$ cat config.mk
export PLATFORM = sky130hd
export DESIGN_NAME = multicycle_ctrl
export DESIGN_NICKNAME = d
export VERILOG_FILES = /design/src/rtl/multicycle_ctrl.sv
export SDC_FILE = /design/constraint.sdc
export NUM_CORES = 1
export LEC_CHECK = 0
export BUFFER_PORTS_ARGS = -buffer_cell sky130_fd_sc_hd__buf_2
export CORE_MARGIN = 2
export CORE_UTILIZATION = 40
export DETAILED_ROUTE_END_ITERATION = 12
export MAX_ROUTING_LAYER = met4
export PLACE_DENSITY = 0.7
export REMOVE_ABC_BUFFERS = 1
export SYNTH_ARGS = -nofsm -noshare
export SYNTH_HDL_FRONTEND = slang
export SYNTH_SLANG_ARGS = --single-unit
$ cat constraint.sdc
create_clock -name clk -period 2.4 [get_ports clk]
set_clock_uncertainty 0.15 [all_clocks]
set_input_delay 0.12 -clock clk [delete_from_list [all_inputs] [get_ports clk]]
set_output_delay 0.12 -clock clk [all_outputs]
set_load 0.05 [all_outputs]
$ cat src/rtl/multicycle_ctrl.sv
// multicycle_ctrl: Moore control FSM for the multicycle 8-bit RISC-V datapath.
// It steps each instruction through FETCH/DECODE/EXECUTE/MEM/WRITEBACK and
// decodes the per-step strobes and mux selects from the current state.
// It also provides advance gating (en), a sticky halt on unsupported
// encodings, and a wrapping count of retired instructions.
module multicycle_ctrl #(
  parameter int CNT_W = 16
) (
  input  logic             clk,
  input  logic             rst,
  input  logic             en,
  input  logic [6:0]       op,
  input  logic [2:0]       funct3,
  input  logic [6:0]       funct7,
  output logic             pc_write,
  output logic             ir_write,
  output logic             adr_src,
  output logic             mem_write,
  output logic             reg_write,
  output logic [1:0]       ula_src_a,
  output logic [1:0]       ula_src_b,
  output logic             imm_src,
  output logic [1:0]       result_src,
  output logic [2:0]       ula_control,
  output logic             halted,
  output logic [3:0]       state,
  output logic [CNT_W-1:0] instr_count
);

  typedef enum logic [3:0] {
    S_FETCH    = 4'd0,
    S_DECODE   = 4'd1,
    S_MEMADR   = 4'd2,
    S_MEMREAD  = 4'd3,
    S_MEMWB    = 4'd4,
    S_MEMWRITE = 4'd5,
    S_EXEC_R   = 4'd6,
    S_EXEC_I   = 4'd7,
    S_ALUWB    = 4'd8,
    S_HALT     = 4'd15
  } state_e;

  localparam logic [6:0] OP_R  = 7'b0110011;
  localparam logic [6:0] OP_I  = 7'b0010011;
  localparam logic [6:0] OP_LW = 7'b0000011;
  localparam logic [6:0] OP_SW = 7'b0100011;

  localparam logic [2:0] ALU_ADD = 3'b000;
  localparam logic [2:0] ALU_SUB = 3'b001;
  localparam logic [2:0] ALU_AND = 3'b010;
  localparam logic [2:0] ALU_OR  = 3'b011;
  localparam logic [2:0] ALU_SLT = 3'b101;

  state_e           state_q, state_d;
  logic [CNT_W-1:0] count_q, count_d;

  // Raw (ungated) strobes decoded from the state.
  logic pc_write_s, ir_write_s, mem_write_s, reg_write_s;
  logic retire_s;

  // Only these funct3 values have an ALU operation behind them.
  function automatic logic funct3_legal(input logic [2:0] f3);
    return (f3 == 3'b000) || (f3 == 3'b010) || (f3 == 3'b110) || (f3 == 3'b111);
  endfunction

  // sub_ok is set only for R-type, so I-type never selects sub.
  function automatic logic [2:0] alu_decode(input logic [2:0] f3, input logic f7b5,
                                            input logic sub_ok);
    logic [2:0] ctl;
    case (f3)
      3'b000:  ctl = (sub_ok && f7b5) ? ALU_SUB : ALU_ADD;
      3'b111:  ctl = ALU_AND;
      3'b110:  ctl = ALU_OR;
      3'b010:  ctl = ALU_SLT;
      default: ctl = ALU_ADD;
    endcase
    return ctl;
  endfunction

  // State register; reset aborts any instruction in flight.
  always_ff @(posedge clk or negedge rst) begin
    if (!rst) begin
      state_q <= S_FETCH;
    end else begin
      state_q <= state_d;
    end
  end

  // Next-state logic: advance only when enabled; HALT is left only by reset.
  always_comb begin
    state_d = state_q;
    if (en) begin
      case (state_q)
        S_FETCH:  state_d = S_DECODE;
        S_DECODE: begin
          if ((op == OP_R) && funct3_legal(funct3)) begin
            state_d = S_EXEC_R;
          end else if ((op == OP_I) && funct3_legal(funct3)) begin
            state_d = S_EXEC_I;
          end else if ((op == OP_LW) || (op == OP_SW)) begin
            state_d = S_MEMADR;
          end else begin
            state_d = S_HALT;
          end
        end
        S_MEMADR: begin
          if (op == OP_LW) begin
            state_d = S_MEMREAD;
          end else if (op == OP_SW) begin
            state_d = S_MEMWRITE;
          end else begin
            state_d = S_HALT;
          end
        end
        S_MEMREAD:  state_d = S_MEMWB;
        S_MEMWB:    state_d = S_FETCH;
        S_MEMWRITE: state_d = S_FETCH;
        S_EXEC_R:   state_d = S_ALUWB;
        S_EXEC_I:   state_d = S_ALUWB;
        S_ALUWB:    state_d = S_FETCH;
        S_HALT:     state_d = S_HALT;
        default:    state_d = S_HALT;
      endcase
    end else begin
      state_d = state_q;
    end
  end

  // Retired-instruction counter; wraps silently.
  always_ff @(posedge clk or negedge rst) begin
    if (!rst) begin
      count_q <= '0;
    end else begin
      count_q <= count_d;
    end
  end

  // A retirement is the enabled edge leaving a final step of an instruction.
  always_comb begin
    retire_s = (state_q == S_ALUWB) || (state_q == S_MEMWB) || (state_q == S_MEMWRITE);
    if (en && retire_s) begin
      count_d = count_q + CNT_W'(1);
    end else begin
      count_d = count_q;
    end
  end

  // Moore output decode; anything not set for a state stays at zero / add.
  always_comb begin
    pc_write_s  = 1'b0;
    ir_write_s  = 1'b0;
    mem_write_s = 1'b0;
    reg_write_s = 1'b0;
    adr_src     = 1'b0;
    ula_src_a   = 2'b00;
    ula_src_b   = 2'b00;
    imm_src     = 1'b0;
    result_src  = 2'b00;
    ula_control = ALU_ADD;
    case (state_q)
      S_FETCH: begin
        ir_write_s = 1'b1;
        pc_write_s = 1'b1;
        ula_src_b  = 2'b10;
        result_src = 2'b10;
      end
      S_DECODE: begin
        ula_src_a = 2'b01;
        ula_src_b = 2'b01;
      end
      S_MEMADR: begin
        ula_src_a = 2'b10;
        ula_src_b = 2'b01;
        imm_src   = (op == OP_SW);
      end
      S_MEMREAD:  adr_src = 1'b1;
      S_MEMWB: begin
        result_src  = 2'b01;
        reg_write_s = 1'b1;
      end
      S_MEMWRITE: begin
        adr_src     = 1'b1;
        mem_write_s = 1'b1;
      end
      S_EXEC_R: begin
        ula_src_a   = 2'b10;
        ula_control = alu_decode(funct3, funct7[5], 1'b1);
      end
      S_EXEC_I: begin
        ula_src_a   = 2'b10;
        ula_src_b   = 2'b01;
        ula_control = alu_decode(funct3, funct7[5], 1'b0);
      end
      S_ALUWB:    reg_write_s = 1'b1;
      S_HALT:     ula_control = ALU_ADD;
      default:    ula_control = ALU_ADD;
    endcase
  end

  // Strobes are gated combinationally so that neither a freeze nor a falling
  // reset can leak a partial write from the current state.
  assign pc_write    = pc_write_s  & en & rst;
  assign ir_write    = ir_write_s  & en & rst;
  assign mem_write   = mem_write_s & en & rst;
  assign reg_write   = reg_write_s & en & rst;
  assign halted      = (state_q == S_HALT);
  assign state       = state_q;
  assign instr_count = count_q;

endmodule
==> results of run 1 <==
## cell usage in the layout, fill, tap and decap left out, drive strengths merged, types with 2 or more instances in the layout
cell / netlist / routed
a21o: 3 / 3
a21oi: 4 / 4
a31oi: 2 / 2
and3: 4 / 4
and4: 3 / 3
buf: 4 / 56
clkbuf: 5 / 4
dfrtp: 20 / 20
inv: 4 / 4
nand2: 11 / 11
nand2b: 5 / 5
nand3: 5 / 5
nand4: 3 / 3
nor2: 11 / 11
nor2b: 3 / 3
nor3: 6 / 6
nor3b: 2 / 2
nor4: 5 / 5
nor4b: 2 / 2
o22ai: 2 / 2
xnor2: 12 / 12
xor2: 5 / 5
## state kept, by name, indices dropped and copies added, names as in the netlist
signal	cells
instr_count	16
state	4
## metrics by stage
step,std cells,cell area (um2),hold slack [ns]
final,221,1588,0.04222
after global routing,221,1588,0.04444
after CTS,221,1588,0.04689
after detailed placement,216,1541,0.01572
after global placement,216,1541,0.005546
after floorplan,127,1202,-0.3256
## path summary, 6_finish.rpt
| path | start | endpoint | slack [ns] |
|---|---|---|---|
| setup / recovery | state[2]$_DFFE_PN0P_ | ula_control[2] | 0.25 |
| hold / removal | op[5] | state[1]$_DFFE_PN0P_ | 0.04 |
| setup reg to reg | state[0]$_DFFE_PN0P_ | instr_count[7]$_DFFE_PN0P_ | 0.45 |
| hold reg to reg | instr_count[15]$_DFFE_PN0P_ | instr_count[15]$_DFFE_PN0P_ | 0.33 |
| min in group asynchronous | rst | instr_count[6]$_DFFE_PN0P_ | 0.20 |
| max in group asynchronous | rst | instr_count[3]$_DFFE_PN0P_ | 1.70 |
## layer usage
layer,routed length [um],global-route usage,up-vias
li1,-,-,589
met1,1345,0.2117,570
met2,1406,0.2764,32
met3,106,0.01948,2
met4,20,0.03810,0
met5,0,-,-
## power by group through the flow
| stage | clock network (uW) | registers (uW) | logic [uW] |
|---|---|---|---|
| 3_3_place_gp | 0 | 390 | 178 |
| 4_1_cts | 196 | 386 | 182 |
| 5_1_grt | 211 | 390 | 193 |
| 6_report | 193 | 385 | 181 |
| 3_5_place_dp | 0 | 392 | 180 |
| 2_1_floorplan | 0 | 470 | 44.3 |
## cell type report
type / count / area, um2
Tap cell: 33 / 41.29
Clock buffer: 4 / 36.28
Inverter: 4 / 15.01
Sequential cell: 20 / 500.5
Multi-Input combinational cell: 103 / 686.9
Fill cell: 301 / 1415
Timing Repair Buffer: 57 / 307.8
## logic make-up (layout without fill, tap and decap cells)
family | count (synthesis) | count (layout) | synth area share
muxes | 1 | 1 | 0.009045
adders and majority gates | 1 | 1 | 0.01005
AOI/OAI and AO/OA | 20 | 20 | 0.1297
buffers and inverters | 13 | 65 | 0.04622
xor gates and xnor gates | 17 | 17 | 0.1196
and+or+nand+nor | 64 | 64 | 0.2834
DFF | 20 | 20 | 0.4020
## tightest hold or removal path: stages
cell and delay (ns):
sky130_fd_sc_hd__buf_2 0.11, sky130_fd_sc_hd__nand2_1 0.08, sky130_fd_sc_hd__a31o_2 0.15
## what timing repair did
| item | in CTS | in global routing |
|---|---|---|
| hold buffers | 1 | 0 |
| resized for setup | 0 | 0 |
| endpoints found under the hold margin | 20 | 0 |
==> qor.json, run 1 <==
{
  "cts": {
    "cts_inserted_buffers": 3,
    "post_cts_clock_slew_at_the_launch_and_capture_registers_of_the_worst_setup_and_hold_paths_ns": 0.10,
    "ctsLongestPathBuffers": 2,
    "cts_setup_buffers": 0,
    "clk-insertion-delay-late_ns": 0.30,
    "clock-root-buffer": "sky130_fd_sc_hd__clkbuf_4",
    "htree_levels": 1,
    "numClockSinks": 20,
    "cts_tree": "yes"
  },
  "placed_design": {
    "portbufs": 49,
    "gp_routability_congestion": 0.7972,
    "placement.setup.worst_slack_ns": 0.4593,
    "post-dp-hpwl_um": 2263
  },
  "timing": {
    "timing_worst_slew_pin_value_ns": 0.4711,
    "fin_crit_sh": 0.8941,
    "setup-violations-final": 0,
    "finalSetupTns_ns": 0,
    "headroom_to_the_max_slew_limit": 0.6860,
    "timing_hold_violations_final": 0,
    "rsz_0062_raised_after_global_routing": "false",
    "timing.fmax_ghz": 0.4660,
    "timing.final.max_slew_violations": 0,
    "setup_slack_of_the_critical_path_after_layout_ns": 0.2542,
    "timing.final.crit_period_ns": 2.146
  },
  "floorplanning": {
    "initial_core_util": 0.4146,
    "floorplan.rows": 20,
    "io_pins": 56,
    "core-area_mm2": 0.003003,
    "die-width_um": 59.79,
    "dieArea_mm2": 0.003575,
    "chipHeight_um": 59.79
  },
  "critical_path": {
    "critPathTopFamily": "simple AND/OR/NAND/NOR gates",
    "critical_path_depth": 5,
    "setup.worst_path.class": "flip-flop to output pin",
    "timing.reg2reg.worst_path_depth": 4,
    "worstPathBufferInverterCount": 2,
    "crit_path_cell_trace": "buf_4 > nor2b_1 > nand2_1 > nor4b_1 > buf_2",
    "cp_slowest_stage_delay_ns": 0.37,
    "worst_ep_arrival_ns": 1.88,
    "cp_data_required_time_ns": 2.13,
    "critPathMaxFanout": 19,
    "critical_path_end_type": "output pin",
    "slowest_stage": "sky130_fd_sc_hd__dfrtp_1",
    "startpoint_type": "flip-flop"
  },
  "power_and_ir_drop": {
    "report.power.total_uw": 759.2,
    "internal_power_uw": 503.7,
    "irDropWorstVdd_uv": 588.1,
    "power.share.combinational": 0.238,
    "power.static_leakage_uw": 0.0007470,
    "share_seq_of_total_power": 0.508,
    "switching_power_uw": 255.5,
    "power_per_cell_area_mw_per_mm2": 478.2,
    "netSwitchingFraction": 0.3365,
    "p_clk_frac": 0.255
  },
  "run": {
    "maxCapViolCount": 0
  },
  "layout": {
    "area_growth_syn_to_layout_pct": 27.54,
    "postLayoutCoreUtil": 0.5288,
    "insertedDiodeCount": 0,
    "share_of_post_route_cells_with_drive_strength_above_1": 0.3404,
    "numnets_final": 210
  },
  "synth": {
    "yosys_warnings": 0,
    "post-synth-top-count-cell": "sky130_fd_sc_hd__dfrtp_1",
    "cell_type_with_the_largest_total_area_after_synthesis": "sky130_fd_sc_hd__dfrtp_1",
    "asyncSetResetFlopFracSynth": 1.000,
    "gate_count_post_synth": 136,
    "synth-edff-count": 0,
    "seq_area_frac_synth": 0.4020,
    "synth_top_cells_by_count": "sky130_fd_sc_hd__dfrtp_1, sky130_fd_sc_hd__xnor2_1, sky130_fd_sc_hd__nand2_1, sky130_fd_sc_hd__nor2_1, sky130_fd_sc_hd__nor3_1",
    "synth_seq_cells": 20,
    "synth_top_cell_area_share": 0.4020,
    "synthTopCellsByArea": "sky130_fd_sc_hd__dfrtp_1, sky130_fd_sc_hd__xnor2_1, sky130_fd_sc_hd__xor2_1",
    "ys_dominant_reg_cell": "sky130_fd_sc_hd__dfrtp_1",
    "post_synth.cell_area_avg_um2": 9.154,
    "syn_area_mm2": 0.001245,
    "synthDistinctLibCells": 39
  },
  "global_routing": {
    "grt_overflow": 0,
    "grt_first_pass_wirelength_um": 4505,
    "globalRouteTotalUtil": 0.1645,
    "number_of_global_route_vias_before_repair": 1043,
    "grt_antenna_before_repair": 0,
    "grt_start_max_net_pins": 21
  },
  "routing": {
    "final_routed_wire_length_divided_by_cell_count_um": 13.03,
    "drt-initial-drc-count": 27,
    "drt-vias-per-instance": 5.398,
    "routed_wl_um": 2879,
    "final_antenna_net_count": 0,
    "drc_errors": 0,
    "route.vias.total": 1193,
    "drt_pre_antenna_iters": 4
  },
  "hold_path": {
    "class_of_the_tightest_hold_or_removal_check": "input port to flip-flop",
    "holdPathStages": 3
  },
  "status": {
    "outcome": "completed"
  }
}
No activity file was read; power rests on OpenSTA's default activity.
==> run 2: changes to the inputs <==
ABC_AREA = 1   (was unset)
PLACE_DENSITY = 0.67   (was 0.7)
==> run 2 against run 1 <==
Compared with the run above: via count grew 33%; power grew 130%; largest cell class unchanged; non-clock buffer count shrank 6; first-iteration DRC count grew to 2.6 times the previous value; cell area grew 18%; count of clock-buffer cells in the layout shrank 1; critical path depth grew 1; setup slack gained 0.15 ns; worst hold slack gained 0.026 ns; critical path type unchanged; area after synthesis grew 25%.
==> qor.json, run 2 <==
{
  "status": {
    "outcome": "completed"
  },
  "synth": {
    "gate_count_post_synth": {"value": 233, "change": "+71%"},
    "synth_top_cell_area_share": {"value": 0.3205, "change": "-0.08150"},
    "cell_type_with_the_largest_total_area_after_synthesis": "sky130_fd_sc_hd__dfrtp_1",
    "post_synth.cell_area_avg": {"value": 6.702, "unit": "um2", "change": "-27%"},
    "seq_area_frac_synth": {"value": 0.3205, "change": "-0.08150"},
    "syn_area": {"value": 0.001561, "unit": "mm2", "change": "+25%"},
    "post-synth-top-count-cell": "sky130_fd_sc_hd__nand2_1",
    "ys_dominant_reg_cell": "sky130_fd_sc_hd__dfrtp_1",
    "yosys_warnings": {"value": 0, "change": "unchanged"},
    "synthDistinctLibCells": {"value": 29, "change": "-26%"},
    "synth_top_cells_by_count": "sky130_fd_sc_hd__nand2_1, sky130_fd_sc_hd__nor2_1, sky130_fd_sc_hd__inv_1, sky130_fd_sc_hd__dfrtp_1, sky130_fd_sc_hd__nand3_1",
    "synthTopCellsByArea": "sky130_fd_sc_hd__dfrtp_1, sky130_fd_sc_hd__nand2_1, sky130_fd_sc_hd__nor2_1",
    "asyncSetResetFlopFracSynth": {"value": 1.000, "change": "unchanged"},
    "synth_seq_cells": {"value": 20, "change": "unchanged"},
    "synth-edff-count": {"value": 0, "change": "unchanged"}
  },
  "critical_path": {
    "worst_r2r_endpoint": "instr_count[8]$_DFFE_PN0P_",
    "critical_path_end_type": "output pin",
    "setup.worst_path.class": "flip-flop to output pin",
    "timing.reg2reg.worst_path_depth": {"value": 7, "change": "+3"},
    "critPathMaxFanout": {"value": 8, "change": "-11"},
    "regToRegStartpoint": "instr_count[0]$_DFFE_PN0P_",
    "r2r_setup_slack": {"value": 0.60, "unit": "ns", "change": "+0.15 ns"},
    "worst_ep_arrival": {"value": 1.73, "unit": "ns", "change": "-0.15 ns"},
    "startpoint_type": "flip-flop",
    "cp_data_required_time": {"value": 2.13, "unit": "ns", "change": "about the same"}
  },
  "floorplanning": {
    "core-area": {"value": 0.003716, "unit": "mm2", "change": "+24%"},
    "dieArea": {"value": 0.004420, "unit": "mm2", "change": "+24%"},
    "floorplan.rows": {"value": 22, "change": "+10%"},
    "io_pins": {"value": 56, "change": "unchanged"},
    "chipHeight": {"value": 66.48, "unit": "um", "change": "+11%"},
    "initial_core_util": {"value": 0.4202, "change": "+0.005619"},
    "die-width": {"value": 66.48, "unit": "um", "change": "+11%"}
  },
  "power_and_ir_drop": {
    "power_per_cell_area": {"value": 919.2, "unit": "mW/mm2", "change": "+92%"},
    "netSwitchingFraction": {"value": 0.5509, "change": "+0.2144"},
    "switching_power": {"value": 951.6, "unit": "uW", "change": "+270%"},
    "power.static_leakage": {"value": 0.001038, "unit": "uW", "change": "+39%"},
    "internal_power": {"value": 775.8, "unit": "uW", "change": "+54%"},
    "power.share.combinational": {"value": 0.542, "change": "+0.304"},
    "share_seq_of_total_power": {"value": 0.330, "change": "-0.178"},
    "p_clk_frac": {"value": 0.128, "change": "-0.127"},
    "irDropWorstVdd": {"value": 381.2, "unit": "uV", "change": "-35%"}
  },
  "layout": {
    "numnets_final": {"value": 306, "change": "+46%"},
    "multi_input_gate_area_in_the_final_layout": {"value": 898.4, "unit": "um2", "change": "+31%"},
    "ff_latch_area": {"value": 500.5, "unit": "um2", "change": "unchanged"},
    "area_growth_syn_to_layout_pct": 20.35,
    "most_common_library_cell_in_the_layout_ignoring_fill_and_taps": "sky130_fd_sc_hd__nand2_1",
    "largest_register_ffs": {"value": 16, "change": "unchanged"},
    "insertedDiodeCount": {"value": 0, "change": "unchanged"},
    "fillers": {"value": 391, "change": "+30%"},
    "share_of_post_route_cells_with_drive_strength_above_1": {"value": 0.2756, "change": "-0.06481"},
    "highest_count_cells_in_the_layout_ignoring_fill_and_taps": "sky130_fd_sc_hd__nand2_1, sky130_fd_sc_hd__buf_2, sky130_fd_sc_hd__nor2_1"
  },
  "timing": {
    "fin_worst_hold_slack": {"value": 0.06787, "unit": "ns", "change": "+0.02565 ns"},
    "headroom_to_the_max_slew_limit": {"value": 0.7789, "change": "+0.09293"},
    "timing_worst_slew_pin_value": {"value": 0.3304, "unit": "ns", "change": "-0.1406 ns"},
    "finalSetupTns": {"value": 0, "unit": "ns", "change": "unchanged"},
    "timing.final.max_slew_violations": {"value": 0, "change": "unchanged"},
    "timing.fmax": {"value": 0.5001, "unit": "GHz", "change": "+7.3%"},
    "timing.final.crit_period": {"value": 2.000, "unit": "ns", "change": "-0.1461 ns"},
    "timing_hold_violations_final": {"value": 0, "change": "unchanged"},
    "rsz_0062_raised_after_global_routing": "false",
    "setup-violations-final": {"value": 0, "change": "unchanged"},
    "fin_crit_sh": {"value": 0.8332, "change": "-0.06089"}
  },
  "routing": {
    "drt-initial-drc-count": {"value": 70, "change": "+160%"},
    "drc_errors": {"value": 0, "change": "unchanged"},
    "final_routed_wire_length_divided_by_cell_count": {"value": 10.53, "unit": "um", "change": "-19%"},
    "drt_pre_antenna_iters": {"value": 4, "change": "unchanged"},
    "routed_wl": {"value": 3486, "unit": "um", "change": "+21%"},
    "final_antenna_net_count": {"value": 0, "change": "unchanged"},
    "drt-vias-per-instance": {"value": 4.807, "change": "-11%"},
    "route.vias.total": {"value": 1591, "change": "+33%"}
  },
  "cts": {
    "htree_levels": {"value": 1, "change": "unchanged"},
    "ctsLongestPathBuffers": {"value": 2, "change": "unchanged"},
    "clock-root-buffer": "sky130_fd_sc_hd__clkbuf_8",
    "numClockSinks": {"value": 20, "change": "unchanged"},
    "cts_tree": "yes",
    "clk-insertion-delay-late": {"value": 0.26, "unit": "ns", "change": "-0.04 ns"},
    "cts_inserted_buffers": {"value": 3, "change": "unchanged"},
    "post_cts_clock_slew_at_the_launch_and_capture_registers_of_the_worst_setup_and_hold_paths": {"value": 0.07, "unit": "ns", "change": "-0.03 ns"}
  },
  "placed_design": {
    "portbufs": {"value": 49, "change": "unchanged"},
    "post-dp-hpwl": {"value": 2772, "unit": "um", "change": "+22%"},
    "gp_routability_congestion": {"value": 0.8624, "change": "+8.2%"}
  },
  "global_routing": {
    "grt_start_max_net_pins": {"value": 26, "change": "+24%"},
    "grt_first_pass_wirelength": {"value": 5858, "unit": "um", "change": "+30%"},
    "grt_antenna_before_repair": {"value": 0, "change": "unchanged"},
    "number_of_global_route_vias_before_repair": {"value": 1364, "change": "+31%"},
    "grt_overflow": {"value": 0, "change": "unchanged"},
    "globalRouteTotalUtil": {"value": 0.1692, "change": "+0.004721"}
  },
  "hold_path": {
    "sink_of_the_worst_hold_path": "state[1]$_DFFE_PN0P_",
    "worst_hold_startpoint": "en",
    "class_of_the_tightest_hold_or_removal_check": "input port to flip-flop",
    "holdPathStages": {"value": 3, "change": "unchanged"}
  },
  "run": {
    "maxCapViolCount": {"value": 0, "change": "unchanged"}
  }
}
-- run 2: cell count changes in the layout (fill, tap and decap cells not counted), moves of 7 or more --
cell,delta
sky130_fd_sc_hd__inv_1,+24
sky130_fd_sc_hd__nand2_1,+64
sky130_fd_sc_hd__nand3_1,+10
sky130_fd_sc_hd__nor2_1,+27
sky130_fd_sc_hd__o21ai_2,+7
sky130_fd_sc_hd__xnor2_1,-12
-- run 2: area by class of cell --
type,count,area share
Multi-Input combinational cell,178,0.4780
Sequential cell,20,0.2663
Timing Repair Buffer,51,0.1398
Inverter,31,0.06192
Tap cell,48,0.03196
Clock buffer,3,0.02197
-- run 2: how the worst max path moves through the flow --
stage	startpoint	to	slack [ns]	cells after the start
floorplan	state[3]$_DFFE_PN0P_	ir_write	-1.66	3
global placement	instr_count[0]$_DFFE_PN0P_	instr_count[8]$_DFFE_PN0P_	0.65	7
detailed placement	instr_count[0]$_DFFE_PN0P_	instr_count[8]$_DFFE_PN0P_	0.63	7
CTS	state[3]$_DFFE_PN0P_	ula_control[2]	0.39	6
global route	state[3]$_DFFE_PN0P_	ula_control[2]	0.25	6
finish	state[3]$_DFFE_PN0P_	ula_control[2]	0.40	6
-- run 2: cells by family after synthesis --
group | count (synthesis) | synth area share
adders and majority gates | 1 | 0.008012
buffers and inverters | 35 | 0.1042
DFF | 20 | 0.3205
xor gates and xnor gates | 6 | 0.03365
and+or+nand+nor | 152 | 0.4503
AOI/OAI and AO/OA | 19 | 0.08333
-- run 2: power groups by stage --
stage          combinational, uW  clock [uW]  sequential, uW
4_1_cts                      942         225             573
2_1_floorplan                422           0             869
3_3_place_gp                 931           0             575
3_5_place_dp                 939           0             578
5_1_grt                     1010         238             592
6_report                     936         221             571
-- run 2: metrics by stage --
step / power (uW) / cells / utilization / area, um2 / worst slack, ns
floorplan: 1291 / 229 / - / 1515 / -1.657
global placement: 1506 / 327 / 0.4919 / 1828 / 0.6452
detailed placement: 1517 / 327 / 0.4919 / 1828 / 0.6335
CTS: 1740 / 331 / 0.5057 / 1879 / 0.3929
global route: 1843 / 331 / 0.5057 / 1879 / 0.2509
finish: 1727 / 331 / 0.5057 / 1879 / 0.4004
-- run 2: critical path, cell delays in order (launching register included) --
cell and delay, ns:
sky130_fd_sc_hd__dfrtp_1 0.49, sky130_fd_sc_hd__nor2_4 0.20, sky130_fd_sc_hd__inv_1 0.09, sky130_fd_sc_hd__nor2_1 0.19, sky130_fd_sc_hd__nand3b_1 0.13, sky130_fd_sc_hd__nor2_1 0.11
sky130_fd_sc_hd__buf_2 0.27
-- run 2: repair_timing --
item | in CTS | in global routing
setup buffers | 0 | 0
gates resized for setup | 0 | 0
endpoints found under the hold margin | 20 | 0
hold buffers | 1 | 0
-- run 2: routing by layer --
layer / up-vias / part of all wire / wire (um) / track usage
met4: 0 / 0.0092 / 32 / 0.03061
li1: 835 / - / - / -
met2: 29 / 0.48 / 1671 / 0.2838
met5: - / 0 / 0 / -
met3: 4 / 0.028 / 98 / 0.02027
met1: 723 / 0.48 / 1684 / 0.2227
==> run 3: changes to the inputs <==
clock period = 2.1 ns   (was 2.4 ns; I/O delays follow)
==> run 3 against run 2 <==
Compared with the run above: wire length is 2.7% lower; worst hold slack worse by 0.013 ns; non-clock buffer count is 1 higher; critical path depth stayed put; first-iteration DRC count is 40% lower; core utilization is 0.34 points higher; power is 14% higher; sequential share of layout area is 0.18 points lower; cell count is 0.30% higher; combinational power is 14% higher; clock power is 13% higher; largest cell class unchanged.
==> qor.json, run 3 (synthesis results as in run 2) <==
{
  "timing": {
    "timing.final.crit_period_ns": 1.949,
    "timing_worst_slew_pin_value": {"value": 0.3269, "unit": "ns", "change": "-0.003547 ns"},
    "timing.fmax_ghz": 0.5130,
    "timing_hold_violations_final": {"value": 0, "change": "unchanged"},
    "rsz_0062_raised_after_global_routing": "false",
    "fin_crit_sh": 0.9283,
    "timing.final.max_slew_violations": {"value": 0, "change": "unchanged"},
    "setup_slack_of_the_critical_path_after_layout": {"value": 0.1507, "unit": "ns", "change": "-0.2497 ns"},
    "setup-violations-final": {"value": 0, "change": "unchanged"},
    "headroom_to_the_max_slew_limit": {"value": 0.7813, "change": "+0.002374"},
    "finalSetupTns": {"value": 0, "unit": "ns", "change": "unchanged"}
  },
  "routing": {
    "final_antenna_net_count": {"value": 0, "change": "unchanged"},
    "route.vias.total": {"value": 1571, "change": "-1.3%"},
    "final_routed_wire_length_divided_by_cell_count": {"value": 10.22, "unit": "um", "change": "-3.0%"},
    "drc_errors": {"value": 0, "change": "unchanged"},
    "drt-initial-drc-count": {"value": 42, "change": "-40%"},
    "drt-vias-per-instance": {"value": 4.732, "change": "-1.6%"},
    "drt_pre_antenna_iters": {"value": 4, "change": "unchanged"},
    "routed_wl": {"value": 3393, "unit": "um", "change": "-2.7%"}
  },
  "cts": {
    "clk-insertion-delay-late": {"value": 0.26, "unit": "ns", "change": "about the same"},
    "cts_tree": "yes",
    "cts_setup_buffers": {"value": 0, "change": "unchanged"},
    "cts_inserted_buffers": {"value": 3, "change": "unchanged"},
    "clock-root-buffer": "sky130_fd_sc_hd__clkbuf_8",
    "ctsLongestPathBuffers": {"value": 2, "change": "unchanged"},
    "numClockSinks": {"value": 20, "change": "unchanged"},
    "htree_levels": {"value": 1, "change": "unchanged"},
    "post_cts_clock_slew_at_the_launch_and_capture_registers_of_the_worst_setup_and_hold_paths": {"value": 0.07, "unit": "ns", "change": "about the same"}
  },
  "critical_path": {
    "crit_path_cell_trace": "nor2_4 > inv_1 > nor2_1 > nand3b_1 > o21ai_0 > clkbuf_4",
    "slowest_stage": "sky130_fd_sc_hd__dfrtp_1",
    "setup.worst_path.class": "flip-flop to output pin",
    "critPathMaxFanout": {"value": 8, "change": "unchanged"},
    "cp_slowest_stage_delay": {"value": 0.49, "unit": "ns", "change": "about the same"},
    "startpoint_type": "flip-flop",
    "worst_ep_arrival": {"value": 1.69, "unit": "ns", "change": "-0.04 ns"},
    "critical_path_end_type": "output pin",
    "cp_data_required_time": {"value": 1.85, "unit": "ns", "change": "-0.28 ns"},
    "r2r_setup_slack": {"value": 0.29, "unit": "ns", "change": "-0.31 ns"}
  },
  "placed_design": {
    "gp_routability_congestion": {"value": 0.8565, "change": "-0.68%"},
    "dpl_cell_area": {"value": 0.001836, "unit": "mm2", "change": "+0.41%"},
    "portbufs": {"value": 49, "change": "unchanged"},
    "post-dp-hpwl": {"value": 2731, "unit": "um", "change": "-1.5%"},
    "placement.setup.worst_slack": {"value": 0.3091, "unit": "ns", "change": "-0.3244 ns"}
  },
  "global_routing": {
    "grt_first_pass_wirelength": {"value": 5713, "unit": "um", "change": "-2.5%"},
    "globalRouteTotalUtil": {"value": 0.1654, "change": "-0.003776"},
    "grt_overflow": {"value": 0, "change": "unchanged"},
    "grt_start_max_net_pins": {"value": 26, "change": "unchanged"},
    "grt_antenna_before_repair": {"value": 0, "change": "unchanged"},
    "number_of_global_route_vias_before_repair": {"value": 1346, "change": "-1.3%"}
  },
  "status": {
    "outcome": "completed"
  },
  "layout": {
    "share_of_post_route_cells_with_drive_strength_above_1": {"value": 0.2782, "change": "+0.002551"},
    "area_growth_syn_to_layout_pct": 21.15,
    "largest_register_ffs": {"value": 16, "change": "unchanged"},
    "post_route_cell_area": {"value": 0.001892, "unit": "mm2", "change": "+0.67%"},
    "insertedDiodeCount": {"value": 0, "change": "unchanged"},
    "numnets_final": {"value": 307, "change": "+0.33%"},
    "highest_count_cells_in_the_layout_ignoring_fill_and_taps": "sky130_fd_sc_hd__nand2_1, sky130_fd_sc_hd__buf_2, sky130_fd_sc_hd__nor2_1",
    "most_common_library_cell_in_the_layout_ignoring_fill_and_taps": "sky130_fd_sc_hd__nand2_1"
  },
  "floorplanning": {
    "chipHeight": {"value": 66.48, "unit": "um", "change": "unchanged"},
    "io_pins": {"value": 56, "change": "unchanged"},
    "floorplan.rows": {"value": 22, "change": "unchanged"},
    "initial_core_util": {"value": 0.4202, "change": "unchanged"},
    "die-width": {"value": 66.48, "unit": "um", "change": "unchanged"},
    "core-area": {"value": 0.003716, "unit": "mm2", "change": "unchanged"},
    "dieArea": {"value": 0.004420, "unit": "mm2", "change": "unchanged"}
  },
  "power_and_ir_drop": {
    "power.static_leakage": {"value": 0.001042, "unit": "uW", "change": "+0.39%"},
    "irDropWorstVdd": {"value": 392.3, "unit": "uV", "change": "+2.9%"},
    "power_per_cell_area": {"value": 1039, "unit": "mW/mm2", "change": "+13%"}
  },
  "run": {
    "maxCapViolCount": {"value": 0, "change": "unchanged"}
  },
  "hold_path": {
    "class_of_the_tightest_hold_or_removal_check": "input port to flip-flop"
  }
}
## run 3: cell count changes in the layout (fill, tap and decap cells not counted), sizes merged
cell	change
buf	-1
clkbuf	+2
## run 3: stage by stage
| stage | cells | hold slack, ns | power [uW] | util |
|---|---|---|---|---|
| 2_1_floorplan | 229 | -0.3406 | 1475 | - |
| 3_3_place_gp | 328 | -0.04735 | 1721 | 0.4939 |
| 3_5_place_dp | 328 | -0.04136 | 1730 | 0.4939 |
| 4_1_cts | 332 | 0.05243 | 1981 | 0.5077 |
| 5_1_grt | 332 | 0.07705 | 2094 | 0.5091 |
| 6_report | 332 | 0.05493 | 1966 | 0.5091 |
## run 3: final timing paths
check                                           start                           to  depth (start not counted)
min                                                en         state[3]$_DFFE_PN0P_                          3
min in group asynchronous                         rst  instr_count[11]$_DFFE_PN0P_                          3
min reg2reg                instr_count[4]$_DFFE_PN0P_   instr_count[4]$_DFFE_PN0P_                          2
max in group asynchronous                         rst         state[0]$_DFFE_PN0P_                          3
max                              state[3]$_DFFE_PN0P_               ula_control[0]                          6
max reg2reg                instr_count[0]$_DFFE_PN0P_   instr_count[8]$_DFFE_PN0P_                          7
## run 3: where the power goes
group          total (uW)  internal, uW  switching (uW)
sequential            648           490             159
combinational        1070           270             800
clock                 249           128             121
## run 3: metal layers
metal,track usage,share of wire
met5,-,0
met3,0.02027,0.032
met4,0.03827,0.010
met1,0.2128,0.47
met2,0.2788,0.49
## run 3: area by class of cell
cell class              instances  area, um2
flip-flops and latches         20      500.5
well taps                      48      60.06
clock buffers                   3      41.29
inverters                      31      116.4
multi-input cells             178      898.4
repair buffers                 52      275.3
fillers                       395       1824
## run 3: repair_timing
item	4_1_cts	5_1_grt
resized for setup	0	2
hold endpoints to repair	20	0
hold buffers	1	0
endpoints found under the setup margin	0	2
## run 3: critical path, delay by kind of cell, from the launching register on
family,cells,cell delay [ns]
simple gates,3,0.53
flops,1,0.49
buf+inv,2,0.34
compound gates,1,0.09
